**config.mk**
```make
export PLATFORM = sky130hd
export DESIGN_NAME = seg7_disp_ctrl_flat
export DESIGN_NICKNAME = d
export VERILOG_FILES = /design/src/rtl/seg7_pkg.sv /design/src/rtl/seg7_disp_ctrl_if.sv /design/src/rtl/seg7_debounce.sv /design/src/rtl/seg7_disp_ctrl.sv /design/src/flat_wrapper.sv
export SDC_FILE = /design/constraint.sdc
export NUM_CORES = 1
export LEC_CHECK = 0
export ABC_CLOCK_PERIOD_IN_PS = 2300
export CAP_MARGIN = 20
export CORE_AREA = 3 3 105 107
export CTS_CLUSTER_SIZE = 20
export DETAILED_ROUTE_END_ITERATION = 10
export DIE_AREA = 0 0 108 110
export GPL_ROUTABILITY_DRIVEN = 0
export PLACE_DENSITY = 0.78
export SLEW_MARGIN = 30
export SYNTH_ARGS = -nofsm -noshare
export SYNTH_HDL_FRONTEND = slang
export SYNTH_SLANG_ARGS = --single-unit
```
**constraint.sdc**
```tcl
create_clock -name clk -period 2.3 [get_ports clk]
set_input_delay 0.46 -clock clk [delete_from_list [all_inputs] [get_ports clk]]
set_output_delay 0.46 -clock clk [all_outputs]
set_load 0.01 [all_outputs]
```
**src/rtl/seg7_pkg.sv**
```systemverilog
// Shared constants and helpers for the 7-segment front panel.
// Segment codes are {a,b,c,d,e,f,g}, active low (0 = segment lit).
package seg7_pkg;

  typedef logic [6:0] seg_t;

  localparam seg_t SEG_HEX [0:15] = '{
    7'b000_0001, 7'b100_1111, 7'b001_0010, 7'b000_0110,
    7'b100_1100, 7'b010_0100, 7'b010_0000, 7'b000_1111,
    7'b000_0000, 7'b000_1100, 7'b000_1000, 7'b110_0000,
    7'b011_0001, 7'b100_0010, 7'b011_0000, 7'b011_1000
  };

  localparam seg_t SEG_BLANK = 7'b111_1111;
  localparam seg_t SEG_ZERO  = 7'b000_0001;

  // Hex nibble to active-low segment pattern.
  function automatic seg_t seg7_enc(input logic [3:0] nibble);
    return SEG_HEX[nibble];
  endfunction

endpackage

```
**src/rtl/seg7_disp_ctrl_if.sv**
```systemverilog
// Board-side panel bundle between the pins / CPU core and seg7_disp_ctrl.
//   master : drives run_en, step_btn, blank_lz, value; observes cpu_ce, hex_seg
//   slave  : the controller; drives cpu_ce and hex_seg
// Signalling: there is no valid/ready pair on this bundle. cpu_ce is a
// single-cycle strobe with no backpressure -- the core must advance exactly
// once for every cycle in which cpu_ce is high. hex_seg is a registered level
// that is always valid; value is sampled only when a snapshot is taken.
interface seg7_disp_ctrl_if #(
  parameter int NUM_DIGITS = 6
);
  logic                    run_en;
  logic                    step_btn;
  logic                    blank_lz;
  logic [4*NUM_DIGITS-1:0] value;
  logic                    cpu_ce;
  logic [7*NUM_DIGITS-1:0] hex_seg;

  modport master (
    output run_en, step_btn, blank_lz, value,
    input  cpu_ce, hex_seg
  );

  modport slave (
    input  run_en, step_btn, blank_lz, value,
    output cpu_ce, hex_seg
  );
endinterface

```
**src/rtl/seg7_debounce.sv**
```systemverilog
// Step button conditioner: 2-FF synchroniser, counting debouncer and
// rising-edge pulse generator.
//   clk, rst : system clock, synchronous active-high reset
//   btn_i    : raw asynchronous bouncing button, active high
//   pulse_o  : one-cycle pulse when the accepted level goes 0 -> 1
module seg7_debounce #(
  parameter int DB_CYCLES = 1000000,
  parameter int DB_W      = 20
) (
  input  logic clk,
  input  logic rst,
  input  logic btn_i,
  output logic pulse_o
);

  logic            sync1_q, sync2_q;
  logic            level_q, level_d;
  logic            pulse_q, pulse_d;
  logic [DB_W-1:0] cnt_q, cnt_d;

  // cnt_q counts consecutive synchronised samples that disagree with the
  // accepted level; any agreeing sample restarts it. On the DB_CYCLES-th
  // disagreeing sample the new level is taken and the pulse fires if it is a rise.
  always_comb begin
    level_d = level_q;
    cnt_d   = '0;
    pulse_d = 1'b0;
    if (sync2_q != level_q) begin
      if (cnt_q == DB_W'(DB_CYCLES - 1)) begin
        level_d = sync2_q;
        pulse_d = sync2_q;
      end else begin
        cnt_d = cnt_q + DB_W'(1);
      end
    end
  end

  always_ff @(posedge clk) begin
    if (rst) begin
      sync1_q <= 1'b0;
      sync2_q <= 1'b0;
      level_q <= 1'b0;
      cnt_q   <= '0;
      pulse_q <= 1'b0;
    end else begin
      sync1_q <= btn_i;
      sync2_q <= sync1_q;
      level_q <= level_d;
      cnt_q   <= cnt_d;
      pulse_q <= pulse_d;
    end
  end

  assign pulse_o = pulse_q;

endmodule

```
**src/rtl/seg7_disp_ctrl.sv**
```systemverilog
// N-digit 7-segment front panel controller with CPU pacing.
//   clk, rst : system clock, synchronous active-high reset
//   pnl      : panel bundle (slave side)
//     run_en   1 = free-run pacing from the divider, 0 = single-step from button
//     step_btn raw step push-button
//     blank_lz 1 = blank leading zero digits (digit 0 always shown)
//     value    value to display, digit 0 = least significant nibble
//     cpu_ce   one-cycle clock enable to the CPU core
//     hex_seg  digit k at [7k+6:7k], {a..g}, active low
// Latency: cpu_ce high in cycle T -> snapshot in T+1 -> hex_seg in T+2.
module seg7_disp_ctrl
  import seg7_pkg::*;
#(
  parameter int NUM_DIGITS = 6,
  parameter int DIV_MAX    = 25000000,
  parameter int DIV_W      = 25,
  parameter int DB_CYCLES  = 1000000,
  parameter int DB_W       = 20
) (
  input  logic             clk,
  input  logic             rst,
  seg7_disp_ctrl_if.slave  pnl
);

  // Run-mode divider: free-running, independent of run_en.
  logic [DIV_W-1:0] cnt_q, cnt_d;
  logic             tick;

  assign tick  = (cnt_q == DIV_W'(DIV_MAX - 1));
  assign cnt_d = tick ? '0 : cnt_q + DIV_W'(1);

  logic step_pulse;

  seg7_debounce #(
    .DB_CYCLES (DB_CYCLES),
    .DB_W      (DB_W)
  ) u_debounce (
    .clk     (clk),
    .rst     (rst),
    .btn_i   (pnl.step_btn),
    .pulse_o (step_pulse)
  );

  // Only the selected source reaches the register, so an event on the other
  // path is dropped and a run_en toggle cannot manufacture a pulse.
  logic ce_q, ce_d;
  assign ce_d = pnl.run_en ? tick : step_pulse;

  logic [4*NUM_DIGITS-1:0] snap_q, snap_d;
  assign snap_d = ce_q ? pnl.value : snap_q;

  logic [7*NUM_DIGITS-1:0] hex_q, hex_d;

  for (genvar k = 0; k < NUM_DIGITS; k++) begin : g_digit
    if (k == 0) begin : g_lsd
      assign hex_d[6:0] = seg7_enc(snap_q[3:0]);
    end else begin : g_upper
      // Blank when this nibble and every more significant one are zero.
      logic upper_zero;
      assign upper_zero = (snap_q[4*NUM_DIGITS-1:4*k] == '0);
      assign hex_d[7*k +: 7] = (pnl.blank_lz && upper_zero) ? SEG_BLANK
                                                           : seg7_enc(snap_q[4*k +: 4]);
    end
  end

  always_ff @(posedge clk) begin
    if (rst) begin
      cnt_q  <= '0;
      ce_q   <= 1'b0;
      snap_q <= '0;
      hex_q  <= {NUM_DIGITS{SEG_ZERO}};
    end else begin
      cnt_q  <= cnt_d;
      ce_q   <= ce_d;
      snap_q <= snap_d;
      hex_q  <= hex_d;
    end
  end

  assign pnl.cpu_ce  = ce_q;
  assign pnl.hex_seg = hex_q;

endmodule

```
**src/flat_wrapper.sv**
```systemverilog
// flat-port wrapper written by rule: the top's interface ports become plain ports
module seg7_disp_ctrl_flat import seg7_pkg::*;
#(
  parameter int NUM_DIGITS = 6,
  parameter int DIV_MAX    = 25000000,
  parameter int DIV_W      = 25,
  parameter int DB_CYCLES  = 1000000,
  parameter int DB_W       = 20
)
  (clk, rst, pnl_run_en, pnl_step_btn, pnl_blank_lz, pnl_value, pnl_cpu_ce, pnl_hex_seg);
  seg7_disp_ctrl_if #(.NUM_DIGITS(NUM_DIGITS)) pnl_i ();
  input  logic clk;
  input  logic rst;
  input wire logic [$bits(pnl_i.run_en)-1:0] pnl_run_en;
  input wire logic [$bits(pnl_i.step_btn)-1:0] pnl_step_btn;
  input wire logic [$bits(pnl_i.blank_lz)-1:0] pnl_blank_lz;
  input wire logic [$bits(pnl_i.value)-1:0] pnl_value;
  output wire logic [$bits(pnl_i.cpu_ce)-1:0] pnl_cpu_ce;
  output wire logic [$bits(pnl_i.hex_seg)-1:0] pnl_hex_seg;
  assign pnl_i.run_en = pnl_run_en;
  assign pnl_i.step_btn = pnl_step_btn;
  assign pnl_i.blank_lz = pnl_blank_lz;
  assign pnl_i.value = pnl_value;
  assign pnl_cpu_ce = pnl_i.cpu_ce;
  assign pnl_hex_seg = pnl_i.hex_seg;
  seg7_disp_ctrl #(.NUM_DIGITS(NUM_DIGITS), .DIV_MAX(DIV_MAX), .DIV_W(DIV_W), .DB_CYCLES(DB_CYCLES), .DB_W(DB_W)) u_core (.clk(clk), .rst(rst), .pnl(pnl_i));
endmodule
```
==> results of run 1 <==
power breakdown:
group          internal [W]  leakage, nW  switching [W]
Sequential          0.00205        0.944      0.0000138
Clock               0.00158        0.274       0.000962
Combinational      0.000120         1.26      0.0000956
sequential cells by signal, indices dropped and copies added (netlist names):
signal	cells
u_core.cnt_q	25
u_core.u_debounce.level_q	1
u_core.u_debounce.sync2_q	1
u_core.u_debounce.pulse_o	1
u_core.u_debounce.cnt_q	20
u_core.snap_q	24
u_core.pnl.cpu_ce	1
u_core.pnl.hex_seg	42
u_core.u_debounce.sync1_q	1
critical path: cells and delay by family (launching register included):
family / cells / cell delay, ns
AOI/OAI and AO/OA: 1 / 0.14
adders and majority gates: 1 / 0.20
DFF: 1 / 0.35
and+or+nand+nor: 3 / 1.36
cells in the final DEF, fill, tap and decap left out, drive strengths merged, types with 3 or more instances in the layout:
cell type      Yosys  final
clkdlybuf4s50      0     70
xnor2             22     22
inv               28     31
clkinv             0      5
a221oi             4      4
and2               5      5
nand3             13     13
xor2               7      7
a311oi             3      3
clkinvlp           0      4
o21ai             26     26
nor3              14     14
buf                8     22
dfxtp            116    116
a211oi             9      9
mux2              10     10
a21oi             54     54
nor2b              8      8
nor2              85     85
and3               7      7
o31ai             11     11
nand3b             3      3
nor4b              4      4
a31oi              5      5
nor4               8      8
nand4             11     11
nand2             43     43
or4               10     10
nand2b             7      7
clkbuf            28     18
ha                27     27
a32oi              4      4
or3               13     13
mux2i             28     28
cell type report:
| cell class | count | share of cell area, % |
|---|---|---|
| inverter | 28 | 1.498 |
| clock inverter | 14 | 2.175 |
| timing repair buffer | 92 | 12.30 |
| tap | 136 | 2.425 |
| sequential | 116 | 33.10 |
| clock buffer | 18 | 6.098 |
| multi-input combinational | 458 | 42.40 |
metal layers:
layer | up-vias | share of wire (%) | global-route usage (%)
met3 | 25 | 4.4 | 4.659
met1 | 2273 | 45 | 27.54
li1 | 2396 | - | -
met2 | 124 | 48 | 35.83
met4 | 0 | 1.8 | 9.197
met5 | - | 0 | 0
timing repair:
action,in CTS,in global routing
endpoints found under the setup margin,0,2
hold buffers,0,0
resized for setup,0,1
logic make-up (layout without fill, tap and decap cells):
kind of cell    Yosys count  after routing  synth area share (%)
compound gates          125            125                 14.19
xor+xnor                 29             29                 4.579
fa+ha+maj                27             27                 6.091
flops                   116            116                 41.87
mux                      38             38                 7.083
buf+inv                  64            152                 4.669
simple gates            239            239                 21.52
stage by stage:
| step | total power (W) | setup TNS, ns |
|---|---|---|
| after floorplan | 0.002185 | 0 |
| after global placement | 0.002313 | 0 |
| after detailed placement | 0.002317 | -0.00006084 |
| after CTS | 0.004845 | 0 |
| after global routing | 0.004986 | 0 |
| final | 0.004814 | 0 |
worst paths after layout:
kind	endpoint
max	u_core.cnt_q[24]$_SDFF_PP0_
min	u_core.u_debounce.sync2_q$_SDFF_PP0_
max reg2reg	u_core.cnt_q[24]$_SDFF_PP0_
min reg2reg	u_core.u_debounce.sync2_q$_SDFF_PP0_
==> results.py, run 1 <==
metrics = {
    "outcome": {
        "status": "complete, no violations",
    },
    "drt": {
        "drtIter0Drc": 223,
        "wire_per_inst_um": 14.48,
        "vias": 4818,
        "drt_wl_total_um": 12480,
        "remaining_drc_errors": 0,
        "ant_nets": 0,
        "viasPerCell": 5.589,
        "drtPass1Iterations": 5,
    },
    "cells_and_area": {
        "nFillCells": 776,
        "postLayoutCoreUtil_pct": 68.58,
        "diodes": 0,
        "seq_area_um2": 2322,
        "area_growth_pct": 26.51,
        "fin_cells": 862,
        "multi_input_area_um2": 2975,
        "finalInstanceArea_um2": 7017,
        "drive_above_1_share_pct": 10.74,
        "layout.nets": 769,
    },
    "power_and_ir_drop": {
        "ir_worst_vdd_mv": 0.5955,
        "power.density_nw_per_um2": 686.1,
        "leakage_nw": 2.476,
    },
    "sta": {
        "clock_skew_ns": 0.008541,
        "tightest_slew_ns": 0.5122,
        "setup_violations": 0,
        "fmax_mhz": 472.3,
        "worst_slack_ns": 0.1828,
        "period_share_pct": 92.05,
        "finalCriticalPeriod_ns": 2.117,
        "slew_headroom_pct": 65.85,
        "hold_violations": 0,
        "final_max_slew_viol_count": 0,
        "holdWs_ns": 0.4102,
        "rsz0062_at_grt": "no",
    },
    "clocking": {
        "cts_buffer_depth": 2,
        "cts_setup_buffers": 0,
        "cts_root_buffer": "clkbuf_8",
        "htree_levels": 4,
        "clk_latency_ns": 0.51,
        "cts_tree": "built",
        "cts.sinks": 116,
        "numCtsBuffers": 17,
        "clkSlewWorstSetupHoldPaths_ns": 0.06,
    },
    "setup_path": {
        "slowest_stage": "or4_1",
        "crit_arrival_ns": 2.56,
        "reg2reg_depth": 5,
        "cpPeakStageDelay_ns": 0.70,
        "required_ns": 2.75,
        "r2r_slack_ns": 0.18,
        "r2r_start": "u_core.cnt_q[0]$_SDFF_PP0_",
        "worstSetupStartpoint": "u_core.cnt_q[0]$_SDFF_PP0_",
        "crit_fanout": 11,
        "path_class": "flop to flop",
        "cp_common_cell": "or4_1",
        "endpoint_kind": "flop",
        "critPathLaunchType": "flop",
        "cp_cell_sequence": "ha_1 -> nand2_1 -> or4_1 -> or4_1 -> a21oi_1",
    },
    "grt": {
        "grt.overflow.total": 0,
        "grt_pass1_vias": 4578,
        "grt_max_degree": 25,
        "grt_use_total_pct": 21.67,
        "grt_pass1_wl_um": 20780,
        "antenna_found_initial": 0,
    },
    "yosys": {
        "synth_area_leader_cell": "dfxtp_1",
        "synth_top_area_share_pct": 41.87,
        "synth-seq-cells": 116,
        "synth.most_common_cell": "dfxtp_1",
        "synthesis.nets": 694,
        "synth_enable_flop_cells": 0,
        "synth_area_per_cell_um2": 8.694,
        "synthCells": 638,
        "ys_seq_area_share_pct": 41.87,
        "synth_common_cells": "116 x dfxtp_1, 85 x nor2_1, 49 x a21oi_1, 43 x nand2_1",
        "synth-async-reset-ratio_pct": 0,
        "yosysUniqueCellTypes": 52,
        "synthTopCellsByArea": "dfxtp_1 42%, ha_1 6.1%, nor2_1 5.8%, mux2i_1 5.1%, a21oi_1 4.4%",
        "yosys_most_used_dff": "dfxtp_1",
        "yosysWarnings": 0,
        "netlist_area_um2": 5547,
    },
    "floorplanning": {
        "die_w_um": 108,
        "dieArea_um2": 11880,
        "rows": 37,
        "die_h_um": 110,
        "initial_core_util_pct": 54.21,
        "ioPinCount": 72,
        "fp.coreArea_um2": 10230,
    },
    "place": {
        "hpwl_um": 8592,
        "place_inst": 830,
        "pre_cts_slack_ns": -0.00006084,
        "port_buffers": 71,
        "dpl_cell_area_um2": 6431,
    },
    "hold_path": {
        "hp-class": "input pin to flop",
        "whs_path_depth": 2,
        "worstHoldStart": "rst",
    },
    "run": {
        "drv_cap": 0,
    },
}
(Power assumes the default switching activity.)
==> run 2: changes to the inputs <==
Settings changed: SYNTH_HIERARCHICAL set to 1.
==> results.py, run 2 <==
metrics = {
    "cells_and_area": {
        "seq_area_um2": 2322,
        "final_cell_mix": "116 x dfxtp_1, 82 x nor2_1, 70 x clkdlybuf4s50_1",
        "layout_commonest_cell": "dfxtp_1",
        "drive_above_1_share_pct": 8.659,
        "multi_input_area_um2": 2939,
        "layout.nets": 759,
        "fin_cells": 852,
        "largest_reg_flops": 42,
        "diodes": 0,
        "area_growth_pct": 26.19,
        "nFillCells": 790,
        "finalInstanceArea_um2": 6957,
    },
    "floorplanning": {
        "dieArea_um2": 11880,
        "initial_core_util_pct": 53.88,
        "die_w_um": 108,
        "die_h_um": 110,
        "ioPinCount": 72,
        "rows": 37,
        "fp.coreArea_um2": 10230,
    },
    "sta": {
        "slew_headroom_pct": 65.40,
        "hold_violations": 0,
        "fmax_mhz": 486.1,
        "setup_violations": 0,
        "tightest_slew_ns": 0.5183,
        "finalCriticalPeriod_ns": 2.057,
        "final_max_slew_viol_count": 0,
        "holdWs_ns": 0.4048,
        "clock_skew_ns": 0.007768,
        "rsz0062_at_grt": "no",
        "period_share_pct": 89.44,
        "fin_tns_setup_ns": 0,
    },
    "place": {
        "port_buffers": 71,
        "dpl_cell_area_um2": 6352,
        "place_inst": 820,
        "hpwl_um": 8320,
    },
    "clocking": {
        "ctsResizeCount": 0,
        "clkSlewWorstSetupHoldPaths_ns": 0.06,
        "cts_root_buffer": "clkbuf_8",
        "cts_buffer_depth": 2,
        "htree_levels": 4,
        "numCtsBuffers": 17,
        "clk_latency_ns": 0.51,
        "cts_hold_buf": 0,
        "cts.sinks": 116,
        "cts_tree": "built",
        "cts_setup_buffers": 0,
    },
    "drt": {
        "drtIter0Drc": 255,
        "viasPerCell": 5.556,
        "drtPass1Iterations": 5,
        "wl_met1_um": 5244,
        "remaining_drc_errors": 0,
        "wl_met2_um": 5971,
        "drt_wl_total_um": 12030,
        "ant_nets": 0,
        "wire_per_inst_um": 14.12,
        "vias": 4734,
        "top_layer": "met4",
        "met3_wirelength_um": 642,
    },
    "grt": {
        "grt_pass1_vias": 4551,
        "grt_pass1_wl_um": 20490,
        "antenna_found_initial": 0,
        "grt.overflow.total": 0,
        "grt_max_degree": 25,
        "grt_use_total_pct": 21.44,
    },
    "power_and_ir_drop": {
        "leakage_nw": 2.453,
        "p_clk_share_pct": 53.9,
        "power.density_nw_per_um2": 707.4,
        "ir_worst_vdd_mv": 0.4443,
        "intPower_w": 0.003914,
        "p_sw_w": 0.001007,
        "combPwrFrac_pct": 4.2,
        "p_sw_share_pct": 20.46,
        "p_seq_share_pct": 41.9,
    },
    "yosys": {
        "ys_seq_area_share_pct": 42.12,
        "synth_area_per_cell_um2": 8.668,
        "yosys_most_used_dff": "dfxtp_1",
        "netlist_area_um2": 5513,
        "synth_common_cells": "116 x dfxtp_1, 82 x nor2_1, 51 x a21oi_1, 42 x nand2_1, 35 x o21ai_0",
        "yosysWarnings": 13,
        "synth_top_area_share_pct": 42.12,
        "synth_enable_flop_cells": 0,
        "synthTopCellsByArea": "dfxtp_1 42%, ha_1 6.1%, nor2_1 5.6%, mux2i_1 5.1%, a21oi_1 4.6%",
        "synthCells": 636,
        "synth-seq-cells": 116,
        "synthesis.nets": 692,
        "synth-async-reset-ratio_pct": 0,
        "synth_area_leader_cell": "dfxtp_1",
        "synth.most_common_cell": "dfxtp_1",
        "yosysUniqueCellTypes": 56,
    },
    "setup_path": {
        "path_class": "flop to flop",
        "crit_arrival_ns": 2.43,
        "cpPeakStageDelay_ns": 0.55,
        "slowest_stage": "or4_4",
        "cp_cell_sequence": "or3b_2 -> or4_4 -> o21ai_4 -> nor2_1",
        "required_ns": 2.68,
        "critPathLaunchType": "flop",
        "crit_fanout": 19,
        "endpoint_kind": "flop",
    },
    "run": {
        "drv_cap": 0,
    },
    "hold_path": {
        "hp-class": "input pin to flop",
    },
    "outcome": {
        "status": "complete, no violations",
    },
}
-- run 2: changes by cell type after synthesis, moves of 4 or more --
cell	delta
nand2b_1	+4
a31oi_1	+4
nand3_1	+7
o31ai_1	-7
a21oi_2	-5
o21ai_0	+10
xnor2_1	-5
and2_1	-4
nor3_1	-6
-- run 2: layout make-up --
| cell class | count | area share [%] |
|---|---|---|
| tap | 136 | 2.446 |
| clock inverter | 14 | 2.680 |
| inverter | 26 | 1.403 |
| multi-input combinational | 457 | 42.25 |
| sequential | 116 | 33.38 |
| clock buffer | 18 | 6.007 |
| timing repair buffer | 85 | 11.83 |
-- run 2: logic make-up after synthesis --
logic type / Yosys count / synth area share (%)
and+or+nand+nor: 235 / 21.65
AOI/OAI and AO/OA: 132 / 14.53
DFF: 116 / 42.12
buffers and inverters: 63 / 4.562
muxes: 36 / 6.718
xor gates and xnor gates: 27 / 4.289
adders and majority gates: 27 / 6.128
-- run 2: per-stage QoR --
| step | setup slack [ns] | util (%) | power, W |
|---|---|---|---|
| final | 0.2429 | 68.00 | 0.004921 |
| after global routing | 0.1317 | 68.00 | 0.005102 |
| after global placement | 0.3357 | 62.09 | 0.002310 |
| after floorplan | 0.4200 | - | 0.002180 |
| after CTS | 0.2369 | 68.00 | 0.004969 |
| after detailed placement | 0.2650 | 62.09 | 0.002312 |
-- run 2: final timing paths --
| check | startpoint | to | slack (ns) | cells after the start |
|---|---|---|---|---|
| max | u_core/u_debounce/cnt_q[19]$_SDFF_PP0_ | u_core/u_debounce/cnt_q[6]$_SDFF_PP0_ | 0.24 | 4 |
| min | rst | u_core/u_debounce/sync1_q$_SDFF_PP0_ | 0.40 | 2 |
| max reg2reg | u_core/u_debounce/cnt_q[19]$_SDFF_PP0_ | u_core/u_debounce/cnt_q[6]$_SDFF_PP0_ | 0.24 | 4 |
| min reg2reg | u_core/u_debounce/sync1_q$_SDFF_PP0_ | u_core/u_debounce/sync2_q$_SDFF_PP0_ | 0.44 | 1 |
-- run 2: worst max-delay path: cells and delay by family, from the launching register on --
family	cells	cell delay (ns)
DFF	1	0.35
and+or+nand+nor	3	1.14
AOI/OAI and AO/OA	1	0.44
-- run 2: metal layers --
metal	GRT usage, %	vias to the layer above
li1	-	2373
met1	26.35	2203
met2	36.23	140
met3	5.183	18
met4	8.837	0
met5	0	-
-- run 2: power groups by stage --
stage,Sequential [W],Combinational [W],Clock (W)
floorplan,0.00212,0.0000635,0
global placement,0.00210,0.000206,0
detailed placement,0.00210,0.000209,0
CTS,0.00206,0.000211,0.00270
global route,0.00206,0.000228,0.00281
finish,0.00206,0.000209,0.00265
==> run 3: changes to the inputs <==
Settings changed: CORE_AREA 3 3 105 107 to 3 3 94 119, DIE_AREA 0 0 108 110 to 0 0 97 122, SYNTH_HIERARCHICAL 1 to not set.
==> results.py, run 3 (synthesized netlist as in run 1, its figures left out) <==
metrics = {
    "outcome": {
        "status": "complete, no violations",
    },
    "setup_path": {
        "critPathLaunchType": "flop",
        "required_ns": 2.64,
        "endpoint_kind": "flop",
        "path_class": "flop to flop",
        "crit_arrival_ns": 2.53,
        "crit_fanout": 11,
    },
    "grt": {
        "antenna_found_initial": 0,
        "grtUsageMet2_pct": 39.77,
        "grt_max_degree": 66,
        "grt_pass1_vias": 4625,
        "grtUsageMet1_pct": 23.82,
        "grt-busiest-layer": "met2",
        "grt_use_total_pct": 21.68,
        "use_met3_pct": 5.556,
        "grt_pass1_wl_um": 20900,
        "grt.overflow.total": 0,
    },
    "floorplanning": {
        "die_h_um": 122,
        "initial_core_util_pct": 54.88,
        "ioPinCount": 72,
        "die_w_um": 97,
        "rows": 41,
        "fp.coreArea_um2": 10110,
        "dieArea_um2": 11830,
    },
    "cells_and_area": {
        "diodes": 0,
        "area_growth_pct": 25.67,
        "finalInstanceArea_um2": 6970,
        "largest_reg_flops": 42,
        "layout_commonest_cell": "dfxtp_1",
        "layout.nets": 769,
        "drive_above_1_share_pct": 10.08,
        "final_cell_mix": "116 x dfxtp_1, 85 x nor2_1, 70 x clkdlybuf4s50_1",
    },
    "sta": {
        "tightest_slew_ns": 0.5035,
        "fin_tns_setup_ns": 0,
        "clock_skew_ns": 0.007632,
        "period_share_pct": 94.93,
        "setup_violations": 0,
        "slew_headroom_pct": 66.39,
        "hold_violations": 0,
        "final_max_slew_viol_count": 0,
        "fmax_mhz": 458.0,
        "finalCriticalPeriod_ns": 2.183,
        "rsz0062_at_grt": "no",
    },
    "drt": {
        "drt_wl_total_um": 12420,
        "ant_nets": 0,
        "drtIter0Drc": 210,
        "remaining_drc_errors": 0,
        "viasPerCell": 5.648,
        "wire_per_inst_um": 14.56,
        "drtPass1Iterations": 5,
        "vias": 4818,
    },
    "clocking": {
        "ctsResizeCount": 0,
        "cts_setup_buffers": 0,
        "cts_hold_buf": 0,
        "cts_root_buffer": "clkbuf_16",
        "clk_latency_ns": 0.42,
        "cts.sinks": 116,
        "htree_levels": 4,
        "numCtsBuffers": 17,
        "cts_tree": "built",
        "clkSlewWorstSetupHoldPaths_ns": 0.05,
        "cts_buffer_depth": 2,
    },
    "hold_path": {
        "hp-class": "input pin to flop",
    },
    "place": {
        "dpl_cell_area_um2": 6435,
        "hpwl_um": 8601,
        "port_buffers": 71,
    },
    "power_and_ir_drop": {
        "leakage_nw": 2.475,
        "ir_worst_vdd_mv": 0.5264,
        "power.density_nw_per_um2": 663.1,
    },
    "run": {
        "drv_cap": 0,
    },
}
## run 3: critical path, stage by stage (launching register included)
cell and delay [ns]:
dfxtp_1 0.36, ha_1 0.23, nand2_1 0.13, or4_1 0.69
or4_1 0.56, a21oi_1 0.15
## run 3: area by class of cell
| cell class | count | area [µm²] |
|---|---|---|
| Tap cell | 129 | 161.4 |
| Clock inverter | 5 | 25.02 |
| Multi-Input combinational cell | 458 | 2975 |
| Fill cell | 782 | 3136 |
| Sequential cell | 116 | 2322 |
| Inverter | 28 | 105.1 |
| Clock buffer | 25 | 505.5 |
| Timing Repair Buffer | 92 | 875.8 |
## run 3: path summary, 6_finish.rpt
path	startpoint	to	slack (ns)	depth (start not counted)
setup / recovery	u_core.cnt_q[0]$_SDFF_PP0_	u_core.cnt_q[24]$_SDFF_PP0_	0.12	5
hold / removal	rst	u_core.snap_q[20]$_SDFFE_PP0P_	0.39	2
setup reg to reg	u_core.cnt_q[0]$_SDFF_PP0_	u_core.cnt_q[24]$_SDFF_PP0_	0.12	5
hold reg to reg	u_core.u_debounce.sync1_q$_SDFF_PP0_	u_core.u_debounce.sync2_q$_SDFF_PP0_	0.43	1
## run 3: routing by layer
metal | routed length, µm | vias to the layer above
met2 | 6432 | 163
met3 | 646 | 27
met1 | 5056 | 2232
li1 | - | 2396
met5 | 0 | -
met4 | 280 | 0
## run 3: power by group
| part | leakage, nW | internal (W) | switching (W) | total [W] |
|---|---|---|---|---|
| Clock | 0.269 | 0.00149 | 0.000851 | 0.00234 |
| Sequential | 0.944 | 0.00205 | 0.0000138 | 0.00206 |
| Combinational | 1.26 | 0.000122 | 0.0000936 | 0.000216 |
| Total | 2.47 | 0.00366 | 0.000959 | 0.00462 |
## run 3: metrics by stage
step                worst slack (ns)  std cells  hold slack [ns]  util [%]  power (W)
floorplan                     0.1509        638           0.4138         -   0.002185
global placement            -0.01761        823           0.4191     63.67   0.002313
detailed placement          -0.02271        823           0.4204     63.67   0.002319
CTS                          0.03648        853           0.3722     68.92   0.004643
global route                0.004231        853           0.3917     68.97   0.004755
finish                        0.1167        853           0.3929     68.97   0.004622
==> RTL change 1: new RTL, config.mk and constraints of run 3 <==
`DB_W` is set to 20 in 3 places; all go to 10.
--- a/src/rtl/seg7_debounce.sv
+++ b/src/rtl/seg7_debounce.sv
@@ -5,7 +5,7 @@
 //   pulse_o  : one-cycle pulse when the accepted level goes 0 -> 1
 module seg7_debounce #(
   parameter int DB_CYCLES = 1000000,
-  parameter int DB_W      = 20
+  parameter int DB_W      = 10
 ) (
   input  logic clk,
   input  logic rst,
--- a/src/rtl/seg7_disp_ctrl.sv
+++ b/src/rtl/seg7_disp_ctrl.sv
@@ -15,7 +15,7 @@
   parameter int DIV_MAX    = 25000000,
   parameter int DIV_W      = 25,
   parameter int DB_CYCLES  = 1000000,
-  parameter int DB_W       = 20
+  parameter int DB_W       = 10
 ) (
   input  logic             clk,
   input  logic             rst,
--- a/src/flat_wrapper.sv
+++ b/src/flat_wrapper.sv
@@ -5,7 +5,7 @@
   parameter int DIV_MAX    = 25000000,
   parameter int DIV_W      = 25,
   parameter int DB_CYCLES  = 1000000,
-  parameter int DB_W       = 20
+  parameter int DB_W       = 10
 )
   (clk, rst, pnl_run_en, pnl_step_btn, pnl_blank_lz, pnl_value, pnl_cpu_ce, pnl_hex_seg);
   seg7_disp_ctrl_if #(.NUM_DIGITS(NUM_DIGITS)) pnl_i ();
Check against the original RTL: same outputs for any inputs over 10 cycles, from zero or initial values and one cycle with rst high; that may be too few to reach the edited logic, so the function may still have changed.
==> RTL change 1 against run 3 <==
Area after synthesis is 10% lower; total power is 22% lower; routed wire length is 15% lower; setup slack better by 0.16 ns; clock power is 35% lower; die area stayed put; highest routed layer unchanged; cell area is 13% lower; sequential cell count is 10 lower; via count is 13% lower.
==> RTL change 1: results <==
set metrics [dict create \
    placed_cells 758 \
    synthCells 582 \
    fin_util 0.603 \
    nNetsFinal 696 \
    crit_arrival_ns 2.31 \
    holdWs_ns 0.440 \
    hold_depth 1 \
    hold_path_end "u_core.u_debounce.sync2_q" \
    nonClkBufAreaFrac 0.129 \
    ys_ff_latch 106 \
    drt_iter0_drc 191 \
    cp_slowest_cell "or4_4" \
    cp_max_fo 8 \
    inverters_excl_clock 29 \
    outcome "finished clean" \
    rrSetupSlack_ns 0.28 \
    nClkBuffers 14 \
    nNonClkBuffers 82 \
    routedWlPerCell_um 13.7 \
    sw_frac_of_total 0.202 \
    finalCriticalPeriod_ns 2.02 \
    hold_path_class "reg -> reg" \
    via_count 4187 \
    critical_path.endpoint "u_core.cnt_q[22]" \
    multi_input_area_um2 2610 \
    seq_area_frac_synth 0.425 \
    clk_share 0.0491 \
    seq_area_um2 2120 \
    placed_area_um2 5790 \
    clkTransAtPathRegs_ns 0.07 \
    grt_pass1_wl_um 18100 \
    first_pass_iters 4 \
    skew_ns 0.00851 \
    power.leakage_nw 2.17 \
    drive_gt1_frac 0.0574 \
    slowest_delay_ns 0.62 \
    num-multi-input-gates 412 \
    cts_buffers 9 \
]
==> RTL change 1: cell count changes in the layout (fill, tap and decap cells not counted), sizes merged, moves of 6 or more <==
cell,delta
dfxtp,-10
nand2b,+6
o31ai,-8
mux2,-7
or4,-6
clkbuf,-11
buf,-10
==> RTL change 1: layer usage <==
layer,up-vias,global-route usage
met2,98,0.325
li1,2131,-
met5,-,0
met4,0,0.0650
met3,13,0.0481
met1,1945,0.214
==> RTL change 1: logic make-up (layout without fill, tap and decap cells) <==
family                   after synthesis  count (layout)  share of synthesized area
AND/OR/NAND/NOR                      211             211                      0.206
AO/OA/AOI/OAI                        119             119                      0.144
flip-flops                           106             106                      0.425
buffers and inverters                 64             127                     0.0512
multiplexers                          32              32                     0.0650
adder cells (fa/ha/maj)               27              27                     0.0677
XOR/XNOR                              23              23                     0.0404
==> RTL change 2: new RTL, settings of run 3 <==
Without the edit above. Make the reset (`rst`) asynchronous in 2 clocked blocks. Comments in the files are not updated.
--- a/src/rtl/seg7_debounce.sv
+++ b/src/rtl/seg7_debounce.sv
@@ -35,7 +35,7 @@
     end
   end
 
-  always_ff @(posedge clk) begin
+  always_ff @(posedge clk or posedge rst) begin
     if (rst) begin
       sync1_q <= 1'b0;
       sync2_q <= 1'b0;
--- a/src/rtl/seg7_disp_ctrl.sv
+++ b/src/rtl/seg7_disp_ctrl.sv
@@ -63,7 +63,7 @@
     end
   end
 
-  always_ff @(posedge clk) begin
+  always_ff @(posedge clk or posedge rst) begin
     if (rst) begin
       cnt_q  <= '0;
       ce_q   <= 1'b0;
Behaviour: differs if rst is asserted again (counterexample within 4 cycles, from zero or initial values and one cycle with rst high); with rst held inactive, the same outputs for 10 cycles.
==> RTL change 2 against run 3 <==
Total power rose by 2.8%; area after synthesis up 5.4%; routed wire length is 3.7% higher; final cell count down 4.9%; sequential cell count is the same; global-route usage rose by 1.0 points; cell area is 4.6% higher; setup slack gained 0.19 ns; first-iteration DRC count up 54%; sequential power about the same; maximum frequency up 9.6%; critical endpoint is now u_core.pnl.hex_seg[7]; non-clock buffer count fell by 10.
==> RTL change 2: results <==
set metrics [dict create \
    worstHoldStart "u_core.u_debounce.sync1_q" \
    synth_cell_type_count 51 \
    nonClkBufAreaFrac 0.110 \
    wl_met1_um 5240 \
    drive_gt1_frac 0.0953 \
    synth_compound_area_frac 0.127 \
    grt_use_met2 0.403 \
    slew_headroom 0.663 \
    hold_path_end "u_core.u_debounce.sync2_q" \
    power.leakage_nw 3.20 \
    synth_flop_cell "dfrtp_1" \
    dp_hpwl_um 8940 \
    drt_iter0_drc 323 \
    timing.rr.end "u_core.pnl.hex_seg[7]" \
    via_count 4659 \
    met2WireLength_um 6830 \
    hold_path_class "reg -> reg" \
    use_met1 0.262 \
    dr_wl_met3_um 531 \
    nFlopsAndLatches 116 \
    cp_max_fo 6 \
    seq_area_frac_synth 0.498 \
    cp_slowest_cell "dfrtp_1" \
    outcome "finished clean" \
    clk_share 0.0808 \
    nNonClkBuffers 82 \
    routedWlPerCell_um 15.9 \
    muxShareOfSynthArea 0.0387 \
    num-multi-input-gates 424 \
    ys_top_cells_by_count "dfrtp_1 (110), nand2_1 (70), o21ai_0 (45)" \
]
RTL change 2: cell count changes after synthesis, sizes merged, moves of 25 or more:
cell | before | now
dfrtp | 0 | 110
nand2 | 43 | 70
o211ai | 0 | 25
a21oi | 54 | 28
dfxtp | 116 | 0
nor2 | 85 | 43
RTL change 2: power breakdown:
group | internal [mW] | total [mW] | switching [mW]
logic | 0.0529 | 0.111 | 0.0579
registers | 2.05 | 2.06 | 0.00637
clock network | 1.74 | 2.59 | 0.849
total | 3.84 | 4.75 | 0.914
RTL change 2: metrics by stage:
step	power [mW]	utilization	std cells	hold WS, ns	setup WS [ns]
final	4.75	0.722	811	0.349	0.309
after global routing	4.89	0.722	811	0.381	0.104
after CTS	4.79	0.722	811	0.353	0.300
after detailed placement	2.20	0.663	779	0.343	0.254
after global placement	2.20	0.663	779	0.334	0.293
after floorplan	2.13	-	597	0.331	0.392
